**config.mk**
```make
export PLATFORM = sky130hd
export DESIGN_NAME = piso_scan_ctrl
export DESIGN_NICKNAME = d
export VERILOG_FILES = /design/src/rtl/piso_scan_ctrl.sv
export SDC_FILE = /design/constraint.sdc
export NUM_CORES = 1
export LEC_CHECK = 0
export ABC_AREA = 1
export CORE_ASPECT_RATIO = 0.5
export CORE_MARGIN = 5
export CORE_UTILIZATION = 49
export CTS_BUF_LIST = sky130_fd_sc_hd__clkbuf_4 sky130_fd_sc_hd__clkbuf_8 sky130_fd_sc_hd__clkbuf_16
export CTS_CLUSTER_SIZE = 8
export DETAILED_ROUTE_END_ITERATION = 8
export PLACE_DENSITY = 0.82
export SYNTH_ARGS = -nofsm -noshare
export SYNTH_HDL_FRONTEND = slang
export SYNTH_SLANG_ARGS = --single-unit
export TNS_END_PERCENT = 30
```
**constraint.sdc**
```tcl
create_clock -name cp -period 1.3 [get_ports cp]
set_input_delay 0.195 -clock cp [delete_from_list [all_inputs] [get_ports cp]]
set_output_delay 0.195 -clock cp [all_outputs]
set_load 0.01 [all_outputs]
```
**src/rtl/piso_scan_ctrl.sv**
```systemverilog
// Scan sequencer for a daisy chain of 74165 PISO shift registers: load, shift out 8*CHAINS bits, publish word.
// Optional continuous rescanning is enabled by defining SCAN_AUTO_EN, which adds the auto input.
module piso_scan_ctrl #(
    parameter int CHAINS = 2,
    parameter int DIV    = 2
) (
    input  logic                  cp,
    input  logic                  mr,
    input  logic                  start,
`ifdef SCAN_AUTO_EN
    input  logic                  auto,
`endif
    input  logic                  sr_q7,
    output logic                  busy,
    output logic                  done,
    output logic [8*CHAINS-1:0]   data,
    output logic                  sr_n_pl,
    output logic                  sr_cp,
    output logic                  sr_n_ce
);

    localparam int N  = 8 * CHAINS;
    localparam int PW = (DIV > 1) ? $clog2(DIV) : 1;
    localparam int BW = $clog2(N);

    typedef enum logic [2:0] {
        IDLE,
        LOAD,
        SHIFT_LO,
        SHIFT_HI,
        DONE
    } state_t;

    state_t          state, state_nx;
    logic [PW-1:0]   phase, phase_nx;
    logic [BW-1:0]   bit_cnt, bit_nx;
    logic [N-1:0]    acc, acc_nx;
    logic            phase_last;

    assign phase_last = (phase == PW'(DIV - 1));

    always_comb begin
        // NOTE: every variable gets a default before the case so no path leaves it unassigned (no latch).
        state_nx = state;
        phase_nx = phase;
        bit_nx   = bit_cnt;
        acc_nx   = acc;
        case (state)
            IDLE: begin
                if (start) begin
                    state_nx = LOAD;
                    phase_nx = '0;
                    bit_nx   = '0;
                end
            end
            LOAD: begin
                if (phase_last) begin
                    state_nx = SHIFT_LO;
                    phase_nx = '0;
                end else begin
                    phase_nx = phase + PW'(1);
                end
            end
            SHIFT_LO: begin
                if (phase_last) begin
                    // Sample q7 at the end of the low phase, after the chain has settled.
                    acc_nx   = {acc[N-2:0], sr_q7};
                    bit_nx   = bit_cnt + BW'(1);
                    phase_nx = '0;
                    state_nx = (bit_cnt == BW'(N - 1)) ? DONE : SHIFT_HI;
                end else begin
                    phase_nx = phase + PW'(1);
                end
            end
            SHIFT_HI: begin
                if (phase_last) begin
                    state_nx = SHIFT_LO;
                    phase_nx = '0;
                end else begin
                    phase_nx = phase + PW'(1);
                end
            end
            DONE: begin
                phase_nx = '0;
                bit_nx   = '0;
`ifdef SCAN_AUTO_EN
                state_nx = auto ? LOAD : IDLE;
`else
                state_nx = IDLE;
`endif
            end
            default: state_nx = IDLE;
        endcase
    end

    // Pin-side outputs are decoded from the next state so they come straight from flops yet track the state.
    always_ff @(posedge cp or posedge mr) begin
        if (mr) begin
            state   <= IDLE;
            phase   <= '0;
            bit_cnt <= '0;
            acc     <= '0;
            data    <= '0;
            sr_n_pl <= 1'b1;
            sr_cp   <= 1'b0;
            sr_n_ce <= 1'b1;
            busy    <= 1'b0;
            done    <= 1'b0;
        end else begin
            // NOTE: sequential state uses non-blocking assignments so all flops update from pre-edge values.
            state   <= state_nx;
            phase   <= phase_nx;
            bit_cnt <= bit_nx;
            acc     <= acc_nx;
            sr_n_pl <= (state_nx != LOAD);
            sr_cp   <= (state_nx == SHIFT_HI);
            sr_n_ce <= !((state_nx == SHIFT_LO) || (state_nx == SHIFT_HI));
            busy    <= (state_nx != IDLE);
            done    <= (state_nx == DONE);
            if (state_nx == DONE) begin
                data <= acc_nx;
            end
        end
    end

endmodule

```
---- Word level (Yosys, flattened, before mapping) ----
Index checks and enable logic that the tools add are counted.
word-level totals
  bits in registers ....................... 45
  latch bits .............................. 0
  memory bits (writable) .................. 0
  bits in read-only memories .............. 0
  input port bits ......................... 4
  output and inout port bits .............. 21
  logic and storage cells ................. 46
  memories kept ........................... 0
operators by class
  $add $sub $neg .......................... 2
  multipliers ............................. 0
  divide/modulo/power cells ............... 0
  magnitude comparators ................... 0
  eq/ne operators ......................... 11
  shift-type cells ........................ 0
  multiplexer cells ....................... 13
  bitwise logic cells ..................... 0
  reduce and logical (&&, ||, !) cells .... 10
operators by type and width
  kind                                                                      count
  16-bit 2-to-1 mux                                                         2
  3-bit by 2-bit == test with 1-bit output (second input constant)          4
  3-bit 2-to-1 mux                                                          4
  4-bit case mux with 3 select lines                                        1
  3-bit case mux with 3 select lines                                        1
  3-bit nonzero test                                                        3
  4-bit 2-to-1 mux                                                          2
  3-bit == test (second input constant)                                     2
  4-bit by 1-bit adder with 4-bit output (second input constant)            1
  4-bit == test (second input constant)                                     1
  2-bit inequality test (second input constant)                             2
  3-bit by 1-bit == test with 1-bit output (second input constant)          1
  3-bit logical NOT                                                         1
  3-bit by 1-bit inequality test with 1-bit output (second input constant)  1
  1-bit case mux with 3 select lines                                        1
  3-bit AND reduction                                                       1
  3-bit OR reduction                                                        1
  1-bit 2-to-1 mux                                                          2
  2-bit AND reduction                                                       1
  2-bit OR reduction                                                        1
  1-bit adder (second input constant)                                       1
  1-bit logical NOT                                                         1
  1-bit logical OR                                                          1

---- Longest topological paths before layout ----
  word-level depth ........................ 7
  gate-level depth with buffers ........... 9
  mapped depth without buffers ............ 8

---- Least setup slack after synthesis ----
No wires, ideal clock.
  path kind ............................... register to register
  start point ............................. register bit_cnt[0]
  end point ............................... register data[13]
  setup time .............................. 0.116 ns
  arrival ................................. 1.210 ns
  data required time ...................... 1.184 ns
  path slack .............................. -0.027 ns
  stages on the path, launching flop included .. 10
  path buffers ............................ 1
  cell sequence ........................... dfrtp_1 -> ha_1 -> nand2_1 -> clkinv_1 -> nand2_2 -> nor2_8 -> inv_4 -> buf_6 -> nand2_1 -> nand2_1
on the way
  cells in the longest elaborated chain, start to end .. 5
RTL lines
  element                             line  RTL
  from (decl)                         36    logic [BW-1:0] bit_cnt, bit_nx;
  from (signal assigned)              113   bit_cnt <= bit_nx;
  4-bit == test                       70    state_nx = (bit_cnt == BW'(N - 1)) ? DONE : SHIFT_HI;
  3-bit 2-to-1 mux                    70
  3-bit 2-to-1 mux                    65    if (phase_last) begin
  3-bit case mux with 3 select lines  48    case (state)
  3-bit == test                       120   if (state_nx == DONE) begin
  to (signal assigned)                121   data <= acc_nx;
  to (decl)                           16    output logic [8*CHAINS-1:0] data,
Every way passes these cells.
A chain may end at the register's enable or synchronous reset.

---- Worst setup path in the final report ----
  start point ............................. register bit_cnt[1]
  end point ............................... register busy
on the way
  cells in the longest elaborated chain, start to end .. 5
RTL lines
  element                             line  RTL
  4-bit == test                       70
  3-bit 2-to-1 mux                    70
  3-bit 2-to-1 mux                    65
  3-bit case mux with 3 select lines  48
  3-bit nonzero test                  118   busy <= (state_nx != IDLE);
  to (signal assigned)                118
  to (decl)                           14    output logic busy,
Every way passes these cells.

==> run summary <==
Status -> finished, final reports clean
Synth Instances -> 213
DR iter-0 viols -> 38
Area Overhead vs Synth -> 32.2%
Main synth FF type -> dfrtp_1
Wire length on met3 -> 113 µm
Critical path type -> reg -> reg
IO Count -> 25
Top cells by area, synth -> dfrtp_1 55%, nand2_1 19%, nand2_2 7.7%
R2R Setup Slk -> 0.01 ns
GRT Total Usage -> 15.2%
Clk slew on worst S/H paths -> 0.09 ns
Drc violations -> 0
Cell Area, Synth -> 1960 µm²
Period utilization -> 99.1%
Fill cell count -> 298
Core area -> 3880 µm²
Final setup viols -> 0
Worst Clk Skew -> 0.0101 ns
Logic gate share of total power -> 3.0%
Share of the synthesized area in the top cell type -> 54.9%
Pleak -> 1.45 nW
Initial antenna violation count -> 0
Sequential share of power -> 55.4%
Synthesized Nets -> 218
Maximum vdd drop -> 0.518 mV
Placed insts -> 304
Max-slew headroom -> 73.7%
CP Data Arrival Time -> 1.47 ns
IO buf count -> 24
Gpl congestion -> 0.884
M1 WL -> 1760 µm
Number of global-route vias before repair -> 1479
WP data required -> 1.48 ns
Sink Count -> 45
Synth cell types -> 22
First-pass GRT wire length -> 6440 µm
Max cap viols -> 0
Worst skew pair latency -> 0.30 ns
Yosys warns -> 0
Clk root buf -> clkbuf_8
Final Critical Period -> 1.29 ns
Total Routed Length -> 3950 µm
Power density over the cells -> 997 nW/µm²
RSZ-0062 raised after global routing -> true
Hold buffers post-CTS -> 0
Avg WL per Cell -> 12.5 µm
Worst Setup End Kind -> flip-flop
Via count -> 1507
Post-synth top area cell -> dfrtp_1
Largest net degree at the start of global routing -> 23
Initial Util -> 50.5%
P_int -> 2.05 mW
Number of synthesized flops with an enable pin -> 0
Switching Fraction -> 20.8%
FF-to-FF path depth -> 8
# diodes -> 0
Clk buf depth -> 2
Hold Violations, Final -> 0
Die width -> 99.5 µm
Overflow after GRT -> 0
Fmax achieved -> 0.777 GHz
Post-Layout Cell Count -> 317
Design Area, Final -> 2590 µm²
Register area share after synthesis -> 57.6%
Worst r2r src -> bit_cnt[1]$_DFFE_PP0P_
Worst hold path type -> in -> async
Final Max Slew Viols -> 0
TritonCTS buffer count -> 5
Worst setup path start -> bit_cnt[1]$_DFFE_PP0P_
NetSw -> 537 µW
DR top layer -> met4
Critical Path Fanout Max -> 4
Clock Power Share -> 41.6%
CTS tree -> built
Ys async rst share -> 100%
Htree depth -> 2
Die H -> 54.7 µm
Synthesized area per cell -> 9.20 µm²
Die area -> 5440 µm²
Via density -> 4.75
DPL Wire Length -> 2630 µm
End of the worst register-to-register path -> busy$_DFF_PP0_
Remaining antenna violation count after routing -> 0
Post-DP Area -> 2380 µm²
Worst-Margin Slew -> 0.392 ns
Fraction of layout cells with a size suffix above 1 -> 30.8%
DR pass1 iterations -> 4
Rows -> 16
Nature of the critical path startpoint -> flip-flop
Nets -> 267
DR WL met2 -> 2020 µm
Synth Register Bits -> 45
## worst max path at each step
stage / end / slack, ns / cells past startpoint
after floorplan: data[10]$_DFFE_PP0N_ / -0.02 / 9
after global placement: bit_cnt[0]$_DFFE_PP0P_ / 0.05 / 6
after detailed placement: bit_cnt[2]$_DFFE_PP0P_ / 0.004 / 5
after CTS: data[10]$_DFFE_PP0N_ / 0.01 / 8
after global routing: data[8]$_DFFE_PP0N_ / -0.07 / 8
final: busy$_DFF_PP0_ / 0.01 / 8
## final cells by class
class                           instances  area, µm²  area share, %
Sequential cell                        45       1130           43.6
Timing Repair Buffer                   45        420           16.2
Inverter                               13       57.6           2.22
Clock inverter                          2       38.8           1.50
Tap cell                               54       67.6           2.61
Clock buffer                            6       76.3           2.94
Multi-Input combinational cell        152        802           30.9
## what timing repair did
action,CTS,global route
endpoints found under the setup margin,24,23
pin swaps,0,8
buffers inserted,0,4
gates resized for setup,22,20
hold endpoints to repair,0,0
gates cloned,0,1
## through the flow
stage | total power, mW | setup TNS, ns | utilization, % | setup WS (ns) | hold WS (ns)
global route | 2.66 | -0.901 | 66.8 | -0.0743 | 0.164
detailed placement | 1.53 | 0 | 61.2 | 0.00364 | 0.457
finish | 2.58 | 0 | 66.8 | 0.0122 | 0.136
floorplan | 1.50 | -0.230 | - | -0.0230 | 0.331
global placement | 1.53 | 0 | 61.2 | 0.0454 | 0.456
CTS | 2.59 | 0 | 63.7 | 0.0101 | 0.142
## sequential cells by signal, indices dropped and copies added (netlist names)
| name | count |
|---|---|
| state | 3 |
| busy | 1 |
| sr_n_pl | 1 |
| sr_n_ce | 1 |
| sr_cp | 1 |
| acc | 16 |
| bit_cnt | 4 |
| done | 1 |
| data | 16 |
| phase | 1 |
## power groups by stage
stage | Sequential [mW] | Clock, mW | Combinational [mW]
after floorplan | 1.45 | 0 | 0.0424
after global placement | 1.46 | 0 | 0.0753
after detailed placement | 1.46 | 0 | 0.0777
after CTS | 1.43 | 1.09 | 0.0780
after global routing | 1.43 | 1.14 | 0.0904
final | 1.43 | 1.08 | 0.0782
## synthesized netlist by cell type (2+ instances only)
library cell / n
nand2_1: 97
dfrtp_1: 43
nand2_2: 24
nor2_1: 9
inv_1: 8
nand3_1: 7
buf_6: 3
inv_2: 3
dfstp_2: 2
nand4_1: 2
nor2_8: 2
o21ai_0: 2
xor2_1: 2
## layout by cell type, fill, tap and decap left out, drive strengths merged
cell and count:
nand2 122, dfrtp 43, dlygate4sd2 21, buf 21, nor2 13, inv 11
nand3 8, clkbuf 6, clkdlybuf4s50 3, clkinv 3, nand4 2, xor2 2
o21ai 2, dfstp 2, a21oi 1, o22ai 1, ha 1, bufinv 1
## metal layers
layer | track usage (%) | vias up
li1 | - | 748
met5 | 0 | -
met3 | 3.69 | 10
met1 | 17.2 | 727
met4 | 5.44 | 0
met2 | 29.1 | 22
## kinds of logic (layout without fill, tap and decap cells)
family | count (synthesis) | count (layout) | share of synthesized area, %
simple gates | 144 | 145 | 34.5
compound gates | 4 | 4 | 1.08
fa+ha+maj | 1 | 1 | 0.638
xor+xnor | 2 | 2 | 0.894
buf+inv | 17 | 66 | 5.36
flops | 45 | 45 | 57.6
## critical path, cell delays in order, from the launching register on
cell and delay (ns):
dfrtp_1 0.39, ha_2 0.21, nand2_2 0.08, clkinv_2 0.06, nand2_4 0.09, nor2_8 0.06
buf_4 0.13, nor2_1 0.09, nand2_1 0.06
No activity file was read; power rests on OpenSTA's default activity.
